==> src/rtl/pipeline_regfile_if.sv <==
// Decode/writeback bus of the pipeline register file: read ports,
// writeback port, issue port, flush and the busy counter.
interface pipeline_regfile_if #(
  parameter int DATA_W = 32,
  parameter int ADDR_W = 5,
  parameter int NUM_RD = 2
);
  logic [NUM_RD*ADDR_W-1:0] rd_addr;
  logic [NUM_RD*DATA_W-1:0] rd_data;
  logic [NUM_RD-1:0]        rd_busy;
  logic                     wr_en;
  logic [ADDR_W-1:0]        wr_addr;
  logic [DATA_W-1:0]        wr_data;
  logic                     iss_en;
  logic [ADDR_W-1:0]        iss_addr;
  logic                     flush;
  logic [ADDR_W:0]          busy_cnt;

  modport master (
    output rd_addr, wr_en, wr_addr, wr_data, iss_en, iss_addr, flush,
    input  rd_data, rd_busy, busy_cnt
  );

  modport slave (
    input  rd_addr, wr_en, wr_addr, wr_data, iss_en, iss_addr, flush,
    output rd_data, rd_busy, busy_cnt
  );
endinterface

==> src/rtl/pipeline_regfile.sv <==
// Pipeline register file: NUM_RD combinational read ports, one write port,
// optional write-to-read bypass, optional hardwired zero register and a
// per-register busy scoreboard with a registered busy counter.
module pipeline_regfile #(
  parameter int DATA_W   = 32,
  parameter int ADDR_W   = 5,
  parameter int NUM_RD   = 2,
  parameter int BYPASS   = 1,
  parameter int ZERO_REG = 1
) (
  input logic               clk,
  input logic               reset,
  pipeline_regfile_if.slave rf
);
  localparam int DEPTH = 1 << ADDR_W;

  logic [DATA_W-1:0] regs_q [DEPTH];
  logic [DEPTH-1:0]  busy_q, busy_d;
  logic [ADDR_W:0]   busy_cnt_q, busy_cnt_d;
  logic              wr_ok;
  logic              byp_ok;
  logic              iss_ok;
  logic [DATA_W-1:0] rd_data_w [NUM_RD];
  logic [NUM_RD-1:0] rd_busy_w;

  function automatic logic [ADDR_W:0] popcount(input logic [DEPTH-1:0] v);
    logic [ADDR_W:0] c;
    c = '0;
    for (int i = 0; i < DEPTH; i++) begin
      c = c + {{ADDR_W{1'b0}}, v[i]};
    end
    return c;
  endfunction

  // Register 0 is read-only when hardwired; bypass is suppressed while in
  // reset so the outputs read as zero for the whole reset interval.
  assign wr_ok  = rf.wr_en && !((ZERO_REG != 0) && (rf.wr_addr == '0));
  assign iss_ok = rf.iss_en && !((ZERO_REG != 0) && (rf.iss_addr == '0));
  assign byp_ok = (BYPASS != 0) && rf.wr_en && !reset;

  // Next scoreboard state: flush, then writeback clears, then issue sets
  // (a new producer issued alongside a writeback stays outstanding).
  always_comb begin
    busy_d = busy_q;
    if (rf.flush) busy_d = '0;
    if (rf.wr_en) busy_d[rf.wr_addr] = 1'b0;
    if (iss_ok)   busy_d[rf.iss_addr] = 1'b1;
    busy_cnt_d = popcount(busy_d);
  end

  // Register array storage with asynchronous clear.
  always_ff @(posedge clk or posedge reset) begin
    if (reset) begin
      for (int i = 0; i < DEPTH; i++) regs_q[i] <= '0;
    end else if (wr_ok) begin
      regs_q[rf.wr_addr] <= rf.wr_data;
    end
  end

  // Scoreboard bits and their registered population count.
  always_ff @(posedge clk or posedge reset) begin
    if (reset) begin
      busy_q     <= '0;
      busy_cnt_q <= '0;
    end else begin
      busy_q     <= busy_d;
      busy_cnt_q <= busy_cnt_d;
    end
  end

  for (genvar g = 0; g < NUM_RD; g++) begin : g_rd
    logic [ADDR_W-1:0] a;
    logic              is_zero;
    logic              hit;
    assign a       = rf.rd_addr[g*ADDR_W +: ADDR_W];
    assign is_zero = (ZERO_REG != 0) && (a == '0);
    assign hit     = byp_ok && (rf.wr_addr == a);

    // Read port: zero register, then bypass, then stored value.
    always_comb begin
      rd_data_w[g] = regs_q[a];
      rd_busy_w[g] = busy_q[a];
      if (is_zero) begin
        rd_data_w[g] = '0;
        rd_busy_w[g] = 1'b0;
      end else if (hit) begin
        rd_data_w[g] = rf.wr_data;
        rd_busy_w[g] = 1'b0;
      end
    end
  end

  // Pack per-port results onto the bus.
  always_comb begin
    rf.rd_data = '0;
    for (int i = 0; i < NUM_RD; i++) begin
      rf.rd_data[i*DATA_W +: DATA_W] = rd_data_w[i];
    end
  end

  assign rf.rd_busy  = rd_busy_w;
  assign rf.busy_cnt = busy_cnt_q;
endmodule

==> src/flat_wrapper.sv <==
// flat-port wrapper written by rule: the top's interface ports become plain ports
module pipeline_regfile_flat 
#(
  parameter int DATA_W   = 32,
  parameter int ADDR_W   = 5,
  parameter int NUM_RD   = 2,
  parameter int BYPASS   = 1,
  parameter int ZERO_REG = 1
)
  (clk, reset, rf_rd_addr, rf_wr_en, rf_wr_addr, rf_wr_data, rf_iss_en, rf_iss_addr, rf_flush, rf_rd_data, rf_rd_busy, rf_busy_cnt);
  pipeline_regfile_if #(.DATA_W(DATA_W), .ADDR_W(ADDR_W), .NUM_RD(NUM_RD)) rf_i ();
  input logic clk;
  input logic reset;
  input wire logic [$bits(rf_i.rd_addr)-1:0] rf_rd_addr;
  input wire logic [$bits(rf_i.wr_en)-1:0] rf_wr_en;
  input wire logic [$bits(rf_i.wr_addr)-1:0] rf_wr_addr;
  input wire logic [$bits(rf_i.wr_data)-1:0] rf_wr_data;
  input wire logic [$bits(rf_i.iss_en)-1:0] rf_iss_en;
  input wire logic [$bits(rf_i.iss_addr)-1:0] rf_iss_addr;
  input wire logic [$bits(rf_i.flush)-1:0] rf_flush;
  output wire logic [$bits(rf_i.rd_data)-1:0] rf_rd_data;
  output wire logic [$bits(rf_i.rd_busy)-1:0] rf_rd_busy;
  output wire logic [$bits(rf_i.busy_cnt)-1:0] rf_busy_cnt;
  assign rf_i.rd_addr = rf_rd_addr;
  assign rf_i.wr_en = rf_wr_en;
  assign rf_i.wr_addr = rf_wr_addr;
  assign rf_i.wr_data = rf_wr_data;
  assign rf_i.iss_en = rf_iss_en;
  assign rf_i.iss_addr = rf_iss_addr;
  assign rf_i.flush = rf_flush;
  assign rf_rd_data = rf_i.rd_data;
  assign rf_rd_busy = rf_i.rd_busy;
  assign rf_busy_cnt = rf_i.busy_cnt;
  pipeline_regfile #(.DATA_W(DATA_W), .ADDR_W(ADDR_W), .NUM_RD(NUM_RD), .BYPASS(BYPASS), .ZERO_REG(ZERO_REG)) u_core (.clk(clk), .reset(reset), .rf(rf_i));
endmodule
==> config.mk <==
export PLATFORM = sky130hd
export DESIGN_NAME = pipeline_regfile_flat
export DESIGN_NICKNAME = d
export VERILOG_FILES = /design/src/rtl/pipeline_regfile_if.sv /design/src/rtl/pipeline_regfile.sv /design/src/flat_wrapper.sv
export SDC_FILE = /design/constraint.sdc
export NUM_CORES = 2
export LEC_CHECK = 0
export CORE_MARGIN = 4
export CORE_UTILIZATION = 51
export CTS_CLUSTER_SIZE = 24
export DETAILED_ROUTE_END_ITERATION = 8
export GPL_TIMING_DRIVEN = 0
export PLACE_DENSITY_LB_ADDON = 0.2
export SETUP_SLACK_MARGIN = 0.4
export SYNTH_ARGS = -nofsm -noshare
export SYNTH_HDL_FRONTEND = slang
export SYNTH_SLANG_ARGS = --single-unit
export TNS_END_PERCENT = 10
==> constraint.sdc <==
create_clock -name clk -period 48.1 [get_ports clk]
set_input_delay 9.62 -clock clk [delete_from_list [all_inputs] [get_ports clk]]
set_output_delay 9.62 -clock clk [all_outputs]
set_load 0.1 [all_outputs]
==> flow_summary.ini <==
[final_layout]
fillCellCount = 9104
drive_gt1_share_pct = 42.8
final_nets = 4361
syn_to_final_growth_pct = 12.4

[synth]
synthCells = 4026
synth.net_count = 4115
synthFlopType = dfrtp_1
async_flop_share_pct = 100
synth_top_area_cell = dfrtp_1
seq_area_frac_synth_pct = 45.6
netlist.area_leader.share_pct = 45.6
ys_warn_count = 0
synth.area.top_cells = dfrtp_1 (46%), mux2_2 (20%), mux4_2 (16%)
ys_types = 67
synth-seq-cells = 1062
avgSynthCellArea_sq_um = 14.5
syn-cell-area_sq_um = 58200
synth_edf_count = 0

[grt]
antenna_found_initial = 17
grt_util_all_layers_pct = 37.0
grt_pass1_wl_mm = 315
overflow = 0
grt_pass1_vias = 41000
grt_max_degree = 128

[critical_path]
path_class = in2out
crit_fanout = 10
ff2ff_setup_slack_ns = 42.79
startpoint_type = input pin
crit_start = rf_rd_addr[8]
r2r.worst_path.cells = 17
r2r_end = u_core.rf.busy_cnt[4]$_DFF_PP0_
cp.arrival_ns = 15.33
rr_startpoint = u_core.busy_q[1]$_DFF_PP0_
worst_setup_path_end_kind = output pin
cp.required_ns = 38.48

[detailed_routing]
first_iter_violations = 5795
drc = 1
wire_per_inst_microns = 38.4
routed_wl_mm = 226
routed_via_density = 7.14
ant_nets = 0
vias = 42000
dr.pass1.iters = 9

[sta]
rsz0062_at_grt = false
setup_viol = 0
finalCriticalPeriod_ns = 24.95
finalSetupTns_ns = 0
skew_ns = 0.0157
finalMaxSlewViolations = 0
whs_ns = 0.478
worst_slew_pin_slew_ns = 1.40
max_freq_mhz = 40.1
finalHoldViolations = 0
relSlewSlack_pct = 6.38
layout_worst_path_cycle_share_pct = 51.9

[run_status]
outcome = complete, but fails checks
violations = design-rule violations

[hold_path]
hold-path-endpoint = u_core.regs_q[1000]$_DFFE_PP0P_
whs_path_depth = 1
worstHoldPathType = reg2reg
worstHoldStart = u_core.regs_q[1000]$_DFFE_PP0P_

[placement]
place.gp.congestion = 1.02
numPortBuffers = 118
dp_hpwl_mm = 163

[floorplanning]
start_util_pct = 51.6
dieArea_sq_um = 120000
io_pins = 129
row_count = 123
die_h_microns = 346
fp.dieW_microns = 346
core_area_sq_um = 113000

[clock_tree]
cts.sinks = 1062
root_buffer = clkbuf_16
clk_latency_ns = 0.72
cts_tree = yes
cts_buffer_depth = 3
cts.clk_slew.worst_paths_ns = 0.06
ctsHoldBuffers = 0
post_cts_buffers = 0
cts_made_buffers = 115
h-tree-depth = 3
ctsResizeCount = 0

[pwr]
vdd_drop_max_v = 0.0000285
p_per_area_nw_per_um2 = 42.6
p_leak_nw = 28.3

[flow_run]
maxCapViolCount = 0
==> routing by layer <==
layer  share of wire (%)  global-route usage (%)  wire length (microns)  vias up
met2                  41                    50.4                  91900     3118
met5                0.13                    1.41                    291        -
met3                  15                    17.5                  34800      659
met1                  38                    50.3                  86300    22200
met4                 5.4                    16.7                  12100       14
li1                    -                       -                      -    16000
==> worst max-delay path by stage <==
stage	slack, ns	cells after the start	to
after floorplan	8.59	1	u_core.busy_q[0]$_DFF_PP0_
after global placement	-4.22	2	u_core.regs_q[590]$_DFFE_PP0P_
after detailed placement	23.65	8	rf_rd_data[42]
after CTS	23.64	8	rf_rd_data[42]
after global routing	23.42	8	rf_rd_data[42]
final	23.15	8	rf_rd_data[42]
==> logic make-up (layout without fill, tap and decap cells) <==
kind of cell | count (synthesis) | after routing | synth area share [%]
adders and majority gates | 32 | 32 | 0.997
other | 0 | 13 | 0
xor gates and xnor gates | 13 | 13 | 0.195
and+or+nand+nor | 292 | 292 | 2.52
muxes | 1687 | 1687 | 40.8
DFF | 1062 | 1062 | 45.6
buffers and inverters | 508 | 847 | 4.38
AOI/OAI and AO/OA | 432 | 432 | 5.47
==> worst max-delay path, stage by stage <==
cell and delay (ns):
clkdlybuf4s50_1 1.00, clkbuf_1 0.85, nand2b_1 0.41, clkbuf_1 0.92, o221ai_1 0.25, o211ai_1 0.68
a22o_1 0.38, clkdlybuf4s50_1 1.18
==> through the flow <==
| step | worst slack (ns) | power (mW) | instance area (sq um) | utilization, % | instances |
|---|---|---|---|---|---|
| 2_1_floorplan | 8.59 | 1.64 | 58200 | - | 4026 |
| 3_3_place_gp | -4.22 | 1.83 | 61300 | 54.3 | 5644 |
| 3_5_place_dp | 23.65 | 1.85 | 61600 | 54.5 | 5653 |
| 4_1_cts | 23.64 | 2.76 | 65400 | 57.9 | 5863 |
| 5_1_grt | 23.42 | 2.87 | 65400 | 57.9 | 5866 |
| 6_report | 23.15 | 2.79 | 65500 | 58.0 | 5878 |
==> cell usage in the layout, fill, tap and decap left out, drive strengths merged, types with 13 or more instances in the layout <==
| cell type | n |
|---|---|
| a22o | 13 |
| dfrtp | 1062 |
| a221oi | 46 |
| inv | 62 |
| o211ai | 27 |
| o32ai | 13 |
| nand3 | 54 |
| mux2i | 201 |
| o221ai | 14 |
| a21oi | 24 |
| nand2 | 67 |
| clkdlybuf4s50 | 118 |
| nor2 | 74 |
| mux2 | 1046 |
| nor2b | 25 |
| diode | 13 |
| o21ai | 71 |
| xnor2 | 13 |
| a211oi | 47 |
| fa | 24 |
| a32o | 14 |
| clkbuf | 390 |
| a221o | 14 |
| buf | 239 |
| a22oi | 33 |
| mux4 | 440 |
| clkinv | 27 |
| nand2b | 14 |
| o22ai | 56 |
==> flip-flops by register name (all words and copies together), names as in the netlist <==
register	cells
u_core.busy_q	32
u_core.regs_q	1024
u_core.rf.busy_cnt	6
==> cells in the mapped netlist, types with 14 or more instances <==
cell	count
nand3_1	54
buf_2	112
o21ai_0	48
nor2_1	70
o22ai_1	56
buf_1	44
mux4_1	19
clkbuf_1	217
fa_1	24
nand2b_1	14
dfrtp_1	1062
nor2b_1	25
mux4_2	421
a221oi_1	46
inv_1	60
o211ai_1	27
a32o_1	14
o21ai_1	22
a221o_1	14
mux2i_1	201
a21oi_1	24
mux2_2	1046
buf_4	40
a22oi_1	33
buf_6	20
o221ai_1	14
nand2_1	67
a211oi_1	47
==> power by group <==
group          total (mW)  internal (mW)  switching (mW)
clock               0.924          0.539           0.385
combinational       0.679          0.325           0.354
sequential           1.19           1.06           0.127
==> final cells by class <==
type,count,area [sq um],share of cell area [%]
antenna,13,32.5,0.0497
buffer,447,2320,3.55
clock buffer,171,3400,5.20
clock inverter,39,459,0.701
inverter,61,236,0.361
multi-input combinational,2456,29100,44.5
sequential,1062,26600,40.6
tap,1500,1880,2.87
timing repair buffer,129,1440,2.20
No activity file was read; power rests on OpenSTA's default activity.
